==> src/rtl/ref_wb_drain_tracker.sv <==
// Reference-particle writeback completion and interconnect drain tracker.
// Gates motion-update start and the advance to the next reference particle.
module ref_wb_drain_tracker #(
    parameter int NUM_CELLS      = 64,
    parameter int DRAIN_MODE     = 1,
    parameter int DRAIN_CYCLES   = 64,
    parameter int MAX_INFLIGHT   = 1024,
    parameter int QUIET_CYCLES   = 2,
    parameter int TIMEOUT_CYCLES = 4096,
    parameter int CNT_WIDTH      = $clog2(MAX_INFLIGHT + 1)
) (
    input  logic                 clk,
    input  logic                 rst,
    input  logic [NUM_CELLS-1:0] ref_wb_issued,
    input  logic [NUM_CELLS-1:0] inj_valid,
    input  logic [NUM_CELLS-1:0] ej_valid,
    input  logic                 goto_next_ref,
    input  logic                 abort,
    output logic                 all_ref_wb_issued,
    output logic                 interconnect_empty,
    output logic [CNT_WIDTH-1:0] inflight_count,
    output logic [1:0]           state_out,
    output logic                 err_underflow,
    output logic                 err_overflow,
    output logic                 err_timeout
);

    localparam int PW = $clog2(NUM_CELLS + 1);
    localparam int SW = CNT_WIDTH + $clog2(NUM_CELLS) + 1;
    localparam int DW = (DRAIN_CYCLES > 1) ? $clog2(DRAIN_CYCLES) : 1;
    localparam int QW = (QUIET_CYCLES > 1) ? $clog2(QUIET_CYCLES) : 1;
    localparam int TW = (TIMEOUT_CYCLES > 1) ? $clog2(TIMEOUT_CYCLES) : 1;

    localparam logic signed [SW-1:0] MAX_S = SW'(MAX_INFLIGHT);
    localparam logic [CNT_WIDTH-1:0] MAX_V = CNT_WIDTH'(MAX_INFLIGHT);
    localparam logic [DW-1:0] DRAIN_LAST = DW'(DRAIN_CYCLES - 1);
    localparam logic [QW-1:0] QUIET_LAST = QW'(QUIET_CYCLES - 1);
    localparam logic [TW-1:0] TMO_LAST = TW'(TIMEOUT_CYCLES - 1);

    typedef enum logic [1:0] {
        COLLECT = 2'd0,
        DRAIN   = 2'd1,
        EMPTY   = 2'd2
    } state_t;

    state_t                 state_q;
    state_t                 state_d;
    logic [NUM_CELLS-1:0]   sticky_q;
    logic [NUM_CELLS-1:0]   sticky_d;
    logic [DW-1:0]          drain_q;
    logic [DW-1:0]          drain_d;
    logic [QW-1:0]          quiet_q;
    logic [QW-1:0]          quiet_d;
    logic [TW-1:0]          tmo_q;
    logic [TW-1:0]          tmo_d;
    logic                   tmo_set;
    logic                   normal_exit;
    logic                   tmo_hit;
    logic [NUM_CELLS-1:0]   merged;

    logic [PW-1:0]          inj_pop;
    logic [PW-1:0]          ej_pop;
    logic signed [SW-1:0]   sum;
    logic [CNT_WIDTH-1:0]   cnt_d;
    logic                   uf_set;
    logic                   of_set;

    function automatic logic [PW-1:0] popcnt(input logic [NUM_CELLS-1:0] v);
        logic [PW-1:0] n;
        n = '0;
        for (int i = 0; i < NUM_CELLS; i++) begin
            n = n + PW'(v[i]);
        end
        return n;
    endfunction

    // Credit arithmetic: widen, add injections, subtract ejections, clamp.
    always_comb begin
        inj_pop = popcnt(inj_valid);
        ej_pop  = popcnt(ej_valid);
        sum     = $signed({{(SW-CNT_WIDTH){1'b0}}, inflight_count})
                + $signed({{(SW-PW){1'b0}}, inj_pop})
                - $signed({{(SW-PW){1'b0}}, ej_pop});
        cnt_d   = sum[CNT_WIDTH-1:0];
        uf_set  = 1'b0;
        of_set  = 1'b0;
        if (sum < 0) begin
            cnt_d  = '0;
            uf_set = 1'b1;
        end else if (sum > MAX_S) begin
            cnt_d  = MAX_V;
            of_set = 1'b1;
        end
    end

    // Credit counter and sticky error flags, independent of the round FSM.
    always_ff @(posedge clk) begin
        if (rst) begin
            inflight_count <= '0;
            err_underflow  <= 1'b0;
            err_overflow   <= 1'b0;
        end else begin
            inflight_count <= cnt_d;
            err_underflow  <= err_underflow | uf_set;
            err_overflow   <= err_overflow | of_set;
        end
    end

    // Round FSM next state: collect pulses, drain, hold empty until release.
    always_comb begin
        state_d  = state_q;
        sticky_d = sticky_q;
        drain_d  = drain_q;
        quiet_d  = quiet_q;
        tmo_d    = tmo_q;
        tmo_set  = 1'b0;
        merged   = sticky_q | ref_wb_issued;

        if (DRAIN_MODE == 0) begin
            normal_exit = (drain_q == DRAIN_LAST);
        end else begin
            normal_exit = (inflight_count == '0) && (quiet_q == QUIET_LAST);
        end
        tmo_hit = (TIMEOUT_CYCLES != 0) && (tmo_q == TMO_LAST);

        unique case (state_q)
            COLLECT: begin
                sticky_d = merged;
                if (&merged) begin
                    state_d = DRAIN;
                    drain_d = '0;
                    quiet_d = '0;
                    tmo_d   = '0;
                end
            end
            DRAIN: begin
                if (DRAIN_MODE == 0) begin
                    drain_d = drain_q + DW'(1);
                end else if (inflight_count == '0) begin
                    quiet_d = quiet_q + QW'(1);
                end else begin
                    quiet_d = '0;
                end
                if (TIMEOUT_CYCLES != 0) begin
                    tmo_d = tmo_q + TW'(1);
                end
                if (goto_next_ref) begin
                    state_d  = COLLECT;
                    sticky_d = '0;
                end else if (normal_exit) begin
                    state_d = EMPTY;
                end else if (tmo_hit) begin
                    state_d = EMPTY;
                    tmo_set = 1'b1;
                end
            end
            EMPTY: begin
                if (goto_next_ref) begin
                    state_d  = COLLECT;
                    sticky_d = ref_wb_issued;
                end
            end
            default: begin
                state_d  = COLLECT;
                sticky_d = '0;
            end
        endcase

        if (abort) begin
            state_d  = COLLECT;
            sticky_d = '0;
            drain_d  = '0;
            quiet_d  = '0;
            tmo_d    = '0;
            tmo_set  = 1'b0;
        end
    end

    // Round FSM registers and registered status outputs.
    always_ff @(posedge clk) begin
        if (rst) begin
            state_q            <= COLLECT;
            sticky_q           <= '0;
            drain_q            <= '0;
            quiet_q            <= '0;
            tmo_q              <= '0;
            all_ref_wb_issued  <= 1'b0;
            interconnect_empty <= 1'b0;
            err_timeout        <= 1'b0;
        end else begin
            state_q            <= state_d;
            sticky_q           <= sticky_d;
            drain_q            <= drain_d;
            quiet_q            <= quiet_d;
            tmo_q              <= tmo_d;
            all_ref_wb_issued  <= (state_d != COLLECT);
            interconnect_empty <= (state_d == EMPTY);
            err_timeout        <= err_timeout | tmo_set;
        end
    end

    assign state_out = state_q;

endmodule

==> config.mk <==
export PLATFORM = sky130hd
export DESIGN_NAME = ref_wb_drain_tracker
export DESIGN_NICKNAME = d
export VERILOG_FILES = /design/src/rtl/ref_wb_drain_tracker.sv
export SDC_FILE = /design/constraint.sdc
export NUM_CORES = 1
export LEC_CHECK = 0
export ABC_AREA = 0
export BUFFER_PORTS_ARGS = -buffer_cell sky130_fd_sc_hd__buf_2
export CORE_MARGIN = 3
export CORE_UTILIZATION = 54
export DETAILED_ROUTE_END_ITERATION = 8
export GPL_TIMING_DRIVEN = 0
export PLACE_DENSITY = 0.88
export SLEW_MARGIN = 10
export SYNTH_ARGS = -nofsm -noshare
export SYNTH_HDL_FRONTEND = slang
export SYNTH_SLANG_ARGS = --single-unit
==> constraint.sdc <==
create_clock -name clk -period 10.7 [get_ports clk]
set_clock_uncertainty 0.05 [all_clocks]
set_input_delay 0.535 -clock clk [delete_from_list [all_inputs] [get_ports clk]]
set_output_delay 0.535 -clock clk [all_outputs]
set_load 0.1 [all_outputs]
Word level (Yosys, flattened, before mapping):

Index checks and enable logic that the tools add are counted.

* $add $sub $neg: 130
* $lt $le $gt $ge: 2
* equal/unequal tests: 7
* multiplexer cells: 24
* bitwise gates (word level): 4
* reduce and logical (&&, ||, !) cells: 11

Operators by type and width (number)
* $add A7 B1 Y7: 114
* $pmux W64 S3: 1
* $mux W64: 2
* $or A64 B64 Y64: 1
* $reduce_and A64 Y1: 1
* $pmux W12 S2: 1
* $add A6 B1 Y7: 2
* $gt A13 B12 Y1 const B: 1
* $lt A13 B1 Y1 const B: 1
* $sub A12 B7 Y13: 1
* $add A11 B7 Y12: 1
* $add A12 B1 Y12 const B: 1
* $add A5 B1 Y6: 2
* $eq A12 B12 Y1 const B: 1
* $mux W12: 1
* $mux W2: 6
* $logic_not A11 Y1: 1
* $mux W11: 1
* $add A4 B1 Y5: 2
* $mux W1: 10
* $add A3 B1 Y4: 2
* $add A2 B1 Y3: 2
* $ne A2 B2 Y1 const B: 3
* $pmux W2 S3: 1
* other kinds (12): 19

* bits in registers: 95
* output and inout bits: 18
* logic and storage cells: 189

Depth between registers and ports, before layout:

Gate-level depths: netlist (run 1).

* depth after elaboration: 69
* depth in mapped cells: 27
* depth with buffers taken out: 27

Worst setup path after synthesis (run 1):

OpenSTA, ideal clock, no wires.

* path kind: input to register
* start point: in inj_valid[19]
* end point: reg inflight_count[0]
* setup time: 0.073 ns
* arrival time: 7.745 ns
* required time: 10.577 ns
* slack: 2.832 ns
* stages on the path: 25
* buffers on the path: 1
* path through: fa_1 > inv_1 > fa_1 > fa_1 > inv_1 > fa_1 > fa_1 > inv_1 > fa_1 > inv_1 > fa_1 > fa_1 > fa_1 > inv_1 > fa_1 > inv_1 > ha_1 > a211o_1 > a221oi_2 > o2bb2ai_1 > o21ai_0 > xnor2_1 > or2b_2 > buf_4 > nor3b_2

* longest elaborated chain between the ends: 49
* elaborated cells between the ends (all ways): 50
* classes of those cells: add/sub: 47; order compare: 2; reduce/logical: 1

RTL lines
* from (decl): RTL line 15 `input logic [NUM_CELLS-1:0] inj_valid,`
* $add A7 B1 Y7 (*) (45 in series): RTL line 72 `n = n + PW'(v[i]);`
* $add A11 B7 Y12 (*): RTL line 82 `+ $signed({{(SW-PW){1'b0}}, inj_pop})`
* $sub A12 B7 Y13 (*): RTL line 83 `- $signed({{(SW-PW){1'b0}}, ej_pop});`
* $lt A13 B1 Y1 or $gt A13 B12 Y1 (tied branches): RTL line 87, 90
* $reduce_or A3 Y1 (no line)
* to (signal assigned): RTL line 103 `inflight_count <= cnt_d;`
* to (decl): RTL line 21 `output logic [CNT_WIDTH-1:0] inflight_count,`

Mark *: on every way between the ends. The rest lies on a longest branch, timed or not.
A chain may end at the register's enable or synchronous reset.

Final worst setup path (run 1):

* start point: in ej_valid[0]
* end point: reg inflight_count[5]

* longest elaborated chain between the ends: 66
* elaborated cells between the ends (all ways): 67
* classes of those cells: add/sub: 64; order compare: 2; reduce/logical: 1

RTL lines
* from (decl): RTL line 16 `input logic [NUM_CELLS-1:0] ej_valid,`
* $add A1 B1 Y2 (*): RTL line 72
* $add A2 B1 Y3 (*): RTL line 72
* $add A3 B1 Y4 (*): RTL line 72
* $add A4 B1 Y5 (*): RTL line 72
* $add A5 B1 Y6 (*): RTL line 72
* $add A6 B1 Y7 (*): RTL line 72
* $add A7 B1 Y7 (*) (57 in series): RTL line 72
* $sub A12 B7 Y13 (*): RTL line 83
* $lt A13 B1 Y1 or $gt A13 B12 Y1 (tied branches): RTL line 87, 90
* $reduce_or A3 Y1 (no line)

Marked as above.

==> results.json, run 1 <==
{
  "core_area_um2": 13900,
  "post-cts-setup-buffers": 0,
  "synth_cells": 789,
  "setup_viol": 0,
  "synth_most_common_cell": "inv_1",
  "final_nets": 1374,
  "clockBufferDepth": 2,
  "path_clk_slew_ns": 0.07,
  "rrSetupSlack_ns": 4.42,
  "synth_edf_count": 0,
  "synth-seq-area-share": 0.245,
  "worstPathArrival_ns": 8.28,
  "grt_use_met3": 0.0479,
  "holdWs_ns": 0.370,
  "synth_area_leaders": "fa_1 (33%), dfxtp_1 (25%), inv_1 (9.6%)",
  "dp_hpwl_um": 15700,
  "die_w_um": 126,
  "grtUsageMet2": 0.410,
  "yosysUniqueCellTypes": 61,
  "fmax_mhz": 124,
  "drt-vias-per-instance": 5.32,
  "final_antenna_net_count": 0,
  "initial_core_util": 0.556,
  "routedWlPerCell_um": 15.4,
  "cts_tree": "yes",
  "drt-initial-drc-count": 430,
  "fin_setup_tns_ns": 0,
  "min_period_ns": 8.07,
  "cts_root_buf": "clkbuf_16",
  "die_h_um": 126,
  "fin_crit_sh": 0.754,
  "drive_above_1_share": 0.253,
  "busiest_layer": "met2",
  "grt_overflow": 0,
  "postCtsResizedCells": 0,
  "syn_area_um2": 7750,
  "ys_ff_latch": 95,
  "cts.hold.buffers_added": 0,
  "hold_start": "ref_wb_issued[35]",
  "antenna_found_initial": 0,
  "cts_max_level": 3,
  "cp-start-kind": "input pin",
  "syn_area_per_cell_um2": 9.82,
  "crit_required_ns": 10.91,
  "hp-class": "input pin to flop",
  "yosysTopAreaCell": "fa_1",
  "path_max_fanout": 8,
  "io_pins": 214,
  "r2r-start": "inflight_count[0]",
  "place_congestion": 0.860,
  "num_rows": 43,
  "async_reset_ff_frac": 0,
  "ys_warn_count": 0,
  "dr.pass1.iters": 5,
  "die_area_um2": 15800,
  "rsz0062_at_grt": "false",
  "syn2layout_area_growth_pct": 20.7,
  "report.final.slew_viol_count": 0,
  "use_met1": 0.299,
  "yosysTopAreaCellShare": 0.326,
  "grt_start_max_net_pins": 17,
  "register_area_um2": 1900,
  "startpoint": "ej_valid[0]",
  "syn-num-nets": 1151,
  "antenna_cells": 0,
  "worst_hold_path.endpoint": "sticky_q[35]",
  "vias": 6361,
  "grt_pass1_wl_um": 30800,
  "clock_latency_ns": 0.34,
  "hold_depth": 2,
  "multi_input_area_um2": 5000,
  "synthTopCellsByCount": "inv_1 (198), fa_1 (126), dfxtp_1 (95)",
  "cts.sinks": 95,
  "post-route-drc-count": 0,
  "slew_headroom": 0.515,
  "status": "finished, final reports clean",
  "crit_path_end_kind": "flop",
  "synthFlopType": "dfxtp_1",
  "tightest_slew_ns": 0.723,
  "grt_pass1_vias": 6810,
  "drv_cap": 0,
  "report.final.hold_viol_count": 0,
  "drt_wl_total_um": 18400,
  "fill_cells": 1064,
  "numPortBuffers": 212,
  "cts_buffers": 9,
  "critPathKind": "input pin to flop",
  "grtUsageTotal": 0.237,
  "worst_r2r_endpoint": "inflight_count[5]",
  "ff2ff_path_depth": 20
}
==> routing by layer <==
| layer | vias up | routed length, um |
|---|---|---|
| met2 | 248 | 9180 |
| met3 | 50 | 1300 |
| li1 | 2980 | - |
| met1 | 3083 | 7360 |
| met4 | 0 | 589 |
| met5 | - | 0 |
==> through the flow <==
stage | worst slack [ns] | std cells | util | cell area [um2]
4_1_cts | 2.59 | 1196 | 0.671 | 9350
3_5_place_dp | 2.26 | 1181 | 0.648 | 9030
2_1_floorplan | 2.83 | 789 | - | 7750
5_1_grt | 2.20 | 1196 | 0.671 | 9350
6_report | 2.63 | 1196 | 0.671 | 9350
3_3_place_gp | 2.35 | 1181 | 0.648 | 9030
==> cells in the final DEF (no fill, tap or decap), drive strengths merged, types with 4 or more instances in the layout <==
cell type    n
a22o        37
buf        220
o22ai       28
a22oi       28
and3         5
o21ai        7
nor4         5
dfxtp       95
nor3        12
nand3       16
nand2       12
xor2         4
inv        200
xnor2        7
ha          40
nor2        63
or2          7
fa         126
nor2b        6
a21oi       22
clkbuf      25
==> worst max path at each step <==
stage,depth (start not counted),to
4_1_cts,27,inflight_count[5]
3_5_place_dp,28,err_overflow
3_3_place_gp,26,inflight_count[5]
5_1_grt,28,err_overflow
6_report,27,inflight_count[5]
2_1_floorplan,25,inflight_count[0]
==> critical path: stages <==
cell       delay [ns]
buf_2            0.07
inv_1            0.04
fa_1             0.54
inv_1            0.06
fa_1             0.50
inv_1            0.05
fa_1             0.39
fa_1             0.55
inv_1            0.06
fa_1             0.49
fa_1             0.52
inv_1            0.05
fa_1             0.48
fa_1             0.56
inv_1            0.06
fa_1             0.45
fa_1             0.57
inv_1            0.06
ha_1             0.29
a211o_1          0.33
a221oi_2         0.40
o2bb2ai_1        0.22
o21ai_0          0.16
xnor2_1          0.18
or2b_2           0.30
buf_4            0.18
nor3_2           0.16
==> state kept, by name (all words and copies together) (netlist names) <==
register and cells:
sticky_q 64, tmo_q 12, inflight_count 11, state_out 2, all_ref_wb_issued 1, err_overflow 1
err_timeout 1, err_underflow 1, interconnect_empty 1, quiet_q 1
==> layout make-up <==
class	instances	area share
Sequential cell	95	0.203
Clock inverter	6	0.00990
Tap cell	180	0.0241
Clock buffer	9	0.0241
Timing Repair Buffer	212	0.113
Buffer	24	0.0114
Multi-Input combinational cell	472	0.534
Inverter	198	0.0795
==> logic make-up (layout without fill, tap and decap cells) <==
group,count (synthesis),after routing,share of synthesized area
adder cells (fa/ha/maj),166,166,0.390
AO/OA/AOI/OAI,149,149,0.143
XOR/XNOR,11,11,0.0124
AND/OR/NAND/NOR,145,145,0.0979
flip-flops,95,95,0.245
multiplexers,1,1,0.00145
buffers and inverters,222,449,0.110
Power of run 1 is not shown: default switching activity piles up to over one toggle a cycle in this logic, so the estimate is an artifact.
==> run 2, diff against run 1 <==
==> constraint.sdc (replaced) <==
create_clock -name clk -period 7.61 [get_ports clk]
set_clock_uncertainty 0.05 [all_clocks]
set_input_delay 0.3805 -clock clk [delete_from_list [all_inputs] [get_ports clk]]
set_output_delay 0.3805 -clock clk [all_outputs]
set_load 0.1 [all_outputs]
==> run 2 against run 1 <==
The run now ends with negative setup slack left. Register-to-register slack got worse by 3.0 ns. Critical path depth is 1 lower. Wire length grew 7.9%. Via count up 3.5%. Design area up 2.2%. Sequential cell count stayed put. Global-route usage is 1.2 points higher.
==> results.json, run 2 (same netlist as run 1, synthesis figures left out) <==
{
  "largest_reg_flops": 64,
  "drv_cap": 0,
  "final_common_cell": "buf_2",
  "drt_wl_total_um": 19900,
  "min_period_ns": 7.73,
  "tightest_slew_ns": 0.704,
  "slew_headroom": 0.526,
  "violations": "negative setup slack",
  "place_inst": 1181,
  "report.final.slew_viol_count": 0,
  "cts_max_level": 3,
  "hold_start": "ref_wb_issued[32]",
  "vias": 6582,
  "rsz0062_at_grt": "true",
  "drt-initial-drc-count": 438,
  "die_h_um": 126,
  "final_antenna_net_count": 0,
  "slowest_delay_ns": 0.59,
  "crit_required_ns": 7.80,
  "fin_cells": 1205,
  "routedWlPerCell_um": 16.5,
  "fill_cells": 1011,
  "cts.hold.buffers_added": 0,
  "slowest_stage": "fa_2",
  "path_clk_slew_ns": 0.07,
  "antenna_cells": 0,
  "drive_above_1_share": 0.294,
  "reg.largest.list": "sticky_q x64, tmo_q x12, inflight_count x11",
  "dp_hpwl_um": 15600,
  "crit_path_end_kind": "flop",
  "syn2layout_area_growth_pct": 23.4,
  "path_max_fanout": 8,
  "final_nets": 1382,
  "grt_overflow": 0,
  "report.final.hold_viol_count": 0,
  "post-route-drc-count": 0,
  "cts_root_buf": "clkbuf_16",
  "critPathKind": "input pin to flop",
  "grtUsageTotal": 0.250,
  "worstPathArrival_ns": 7.91,
  "clockBufferDepth": 2,
  "antenna_found_initial": 0,
  "r2r-start": "inflight_count[0]",
  "status": "finished with violations",
  "numPortBuffers": 212,
  "fmax_mhz": 129,
  "grt_pass1_vias": 6901,
  "initial_core_util": 0.556,
  "die_area_um2": 15800,
  "grt_start_max_net_pins": 18,
  "num_rows": 43,
  "dr.pass1.iters": 5,
  "final_cell_mix": "buf_2 (212), inv_1 (190), fa_1 (112)",
  "drt-vias-per-instance": 5.46,
  "core_area_um2": 13900,
  "io_pins": 214,
  "cts_tree": "yes",
  "multi_input_area_um2": 5160,
  "setup_viol": 10,
  "register_area_um2": 1900,
  "timing.final.ws_setup_ns": -0.116,
  "fin_crit_sh": 1.02,
  "hp-class": "input pin to flop",
  "cts.sinks": 95,
  "place_congestion": 0.889,
  "cp-start-kind": "input pin",
  "clock_latency_ns": 0.34,
  "startpoint": "ej_valid[48]",
  "cts_buffers": 9,
  "grt_pass1_wl_um": 32200,
  "dp_slack_ns": -0.613,
  "regMostFlops": "sticky_q",
  "die_w_um": 126
}
-- run 2: cell types whose count changed in the layout (fill, tap and decap cells not counted), moves of 3 or more --
cell / delta
inv_2: +8
inv_1: -8
buf_4: +6
fa_1: -14
xnor2_1: -3
xnor2_2: +3
fa_2: +14
-- run 2: final timing paths --
check | endpoint | slack [ns] | cells after the start
max | err_overflow | -0.12 | 26
min | sticky_q[32] | 0.22 | 2
max reg2reg | err_overflow | 1.42 | 21
min reg2reg | sticky_q[43] | 0.42 | 1
-- run 2: final cells by class --
class | count | area share
buffer | 23 | 0.0103
sequential | 95 | 0.199
multi-input combinational | 472 | 0.540
timing repair buffer | 221 | 0.120
clock inverter | 6 | 0.00537
inverter | 198 | 0.0777
clock buffer | 10 | 0.0240
tap | 180 | 0.0236
-- run 2: worst max-delay path, delay by kind of cell --
family	cells	cell delay, ns
fa+ha+maj	11	5.22
compound gates	5	1.20
buf+inv	8	0.63
simple gates	1	0.39
xor+xnor	1	0.09
-- run 2: stage by stage --
step                utilization  hold WS (ns)  TNS [ns]  cell area [um2]
global route              0.686         0.222     -3.65             9560
CTS                       0.681         0.211         0             9490
global placement          0.649         0.401     -4.49             9040
floorplan                     -         0.393         0             7760
finish                    0.686         0.219    -0.875             9560
detailed placement        0.649         0.408     -6.29             9040
-- run 2: repair_timing --
item / CTS / global route
endpoints found under the setup margin: 12 / 12
pin swaps: 30 / 29
resized for setup: 21 / 20
setup buffers: 8 / 2
-- run 2: per-layer routing --
| layer | wire length (um) | GRT usage | vias up |
|---|---|---|---|
| met1 | 7380 | 0.306 | 3191 |
| li1 | - | - | 2998 |
| met5 | 0 | 0 | - |
| met2 | 10300 | 0.451 | 332 |
| met3 | 1530 | 0.0483 | 61 |
| met4 | 648 | 0.0700 | 0 |
Power of run 2 is left out for the same reason.
==> run 3, diff against run 2 <==
==> constraint.sdc (replaced) <==
create_clock -name clk -period 7.61 [get_ports clk]
set_clock_uncertainty 0.05 [all_clocks]
set_input_delay 1.1415 -clock clk [delete_from_list [all_inputs] [get_ports clk]]
set_output_delay 1.1415 -clock clk [all_outputs]
set_load 0.1 [all_outputs]
==> run 3 against run 2 <==
The flow still finishes with violations (negative setup slack). Wire length rose by 1.5%. Design area grew 0.96%. Register-to-register slack gained 0.03 ns. Cell count did not move. Worst setup slack lost 0.55 ns. Die area unchanged. Core utilization grew 0.66 points. Non-clock buffer count did not move.
==> results.json, run 3 (same netlist as run 1, synthesis figures left out) <==
{
  "cts_tree": "yes",
  "fin_crit_sh": 1.09,
  "routedWlPerCell_um": 16.7,
  "wl_met3_um": 1390,
  "regMostFlops": "sticky_q",
  "worstPathArrival_ns": 8.46,
  "setup_viol": 13,
  "multi_input_area_um2": 5210,
  "place_inst": 1181,
  "rsz0062_at_grt": "true",
  "syn2layout_area_growth_pct": 24.5,
  "drt-vias-per-instance": 5.35,
  "fill_cells": 1007,
  "final_nets": 1382,
  "crit_path_end_kind": "flop",
  "path_max_fanout": 2,
  "tightest_slew_ns": 0.779,
  "dr.pass1.iters": 5,
  "report.final.hold_viol_count": 0,
  "grt_start_max_net_pins": 18,
  "critPathKind": "input pin to flop",
  "wl_met1_um": 7560,
  "crit_end": "err_overflow",
  "min_period_ns": 8.27,
  "cts.sinks": 95,
  "place_congestion": 0.880,
  "die_area_um2": 15800,
  "slew_headroom": 0.476,
  "dr_wl_met2_um": 10600,
  "cts_root_buf": "clkbuf_16",
  "timing.final.ws_setup_ns": -0.663,
  "vias": 6444,
  "reg.largest.list": "sticky_q x64, tmo_q x12, inflight_count x11",
  "largest_reg_flops": 64,
  "fin_cells": 1205,
  "cts_max_level": 3,
  "status": "finished with violations",
  "die_h_um": 126,
  "cts_buffers": 9,
  "initial_core_util": 0.556,
  "die_w_um": 126,
  "final_cell_mix": "buf_2 (210), inv_1 (183), fa_1 (102)",
  "worst_r2r_endpoint": "err_overflow",
  "grtUsageTotal": 0.257,
  "clock_latency_ns": 0.35,
  "drt-initial-drc-count": 508,
  "path_clk_slew_ns": 0.06,
  "drv_cap": 0,
  "io_pins": 214,
  "report.final.slew_viol_count": 0,
  "r2r-start": "inflight_count[0]",
  "post-route-drc-count": 0,
  "drt_wl_total_um": 20200,
  "grt_pass1_wl_um": 32700,
  "grt_overflow": 0,
  "drive_above_1_share": 0.315,
  "dp_slack_ns": -1.09,
  "startpoint": "inj_valid[35]",
  "final_common_cell": "buf_2",
  "top_layer": "met4",
  "fmax_mhz": 121,
  "antenna_found_initial": 0,
  "hp-class": "flop to flop",
  "crit_required_ns": 7.80,
  "cp-start-kind": "input pin",
  "ff2ff_path_depth": 22,
  "grt_pass1_vias": 6937,
  "clockBufferDepth": 2,
  "rrSetupSlack_ns": 1.45,
  "register_area_um2": 1900,
  "antenna_cells": 0,
  "numPortBuffers": 212,
  "violations": "negative setup slack",
  "core_area_um2": 13900,
  "num_rows": 43,
  "dp_hpwl_um": 16400,
  "final_antenna_net_count": 0
}
run 3: worst min path at each step:
stage | startpoint | to | slack, ns | depth (start not counted)
after floorplan | sticky_q[20] | sticky_q[20] | 0.39 | 1
after global placement | err_underflow | err_underflow | 0.40 | 2
after detailed placement | err_underflow | err_underflow | 0.40 | 2
after CTS | err_underflow | err_underflow | 0.42 | 2
after global routing | sticky_q[37] | sticky_q[37] | 0.44 | 1
final | err_underflow | err_underflow | 0.42 | 2
run 3: what timing repair did:
item | CTS | global route
setup buffers | 8 | 2
cloned | 0 | 0
setup endpoints to repair | 13 | 13
hold buffers | 0 | 0
resized for setup | 35 | 11
pin swaps | 17 | 4
run 3: area by class of cell:
type                    instances  area share
flip-flops and latches         95       0.197
inverters                     198      0.0773
clock inverters                 6     0.00765
plain buffers                  23      0.0102
repair buffers                221       0.120
multi-input cells             472       0.540
clock buffers                  10      0.0248
well taps                     180      0.0233
run 3: stage by stage:
| stage | TNS [ns] | instance area [um2] | hold WS (ns) | util |
|---|---|---|---|---|
| finish | -7.07 | 9650 | 0.421 | 0.693 |
| global route | -10.33 | 9650 | 0.438 | 0.693 |
| CTS | -6.01 | 9600 | 0.425 | 0.689 |
| detailed placement | -12.29 | 9120 | 0.401 | 0.655 |
| global placement | -11.07 | 9120 | 0.398 | 0.655 |
| floorplan | -5.69 | 7840 | 0.393 | - |
run 3: per-layer routing:
| metal | global-route usage | vias up |
|---|---|---|
| met2 | 0.469 | 268 |
| li1 | - | 3000 |
| met5 | 0 | - |
| met4 | 0.0871 | 0 |
| met3 | 0.0530 | 52 |
| met1 | 0.302 | 3124 |
run 3: critical path, stage by stage:
cell       delay (ns)
buf_6            0.09
fa_1             0.50
fa_1             0.55
inv_1            0.05
fa_1             0.51
inv_2            0.04
fa_2             0.34
fa_1             0.49
inv_1            0.05
fa_1             0.52
inv_1            0.06
fa_1             0.47
fa_2             0.58
inv_2            0.04
fa_2             0.53
fa_1             0.41
inv_1            0.07
ha_2             0.19
inv_2            0.04
fa_2             0.35
xor2_1           0.24
nand3_1          0.13
a21oi_1          0.21
o2111ai_2        0.15
nor3_2           0.25
a31oi_4          0.13
buf_6            0.14
a22o_1           0.18
Power of run 3 is left out for the same reason.
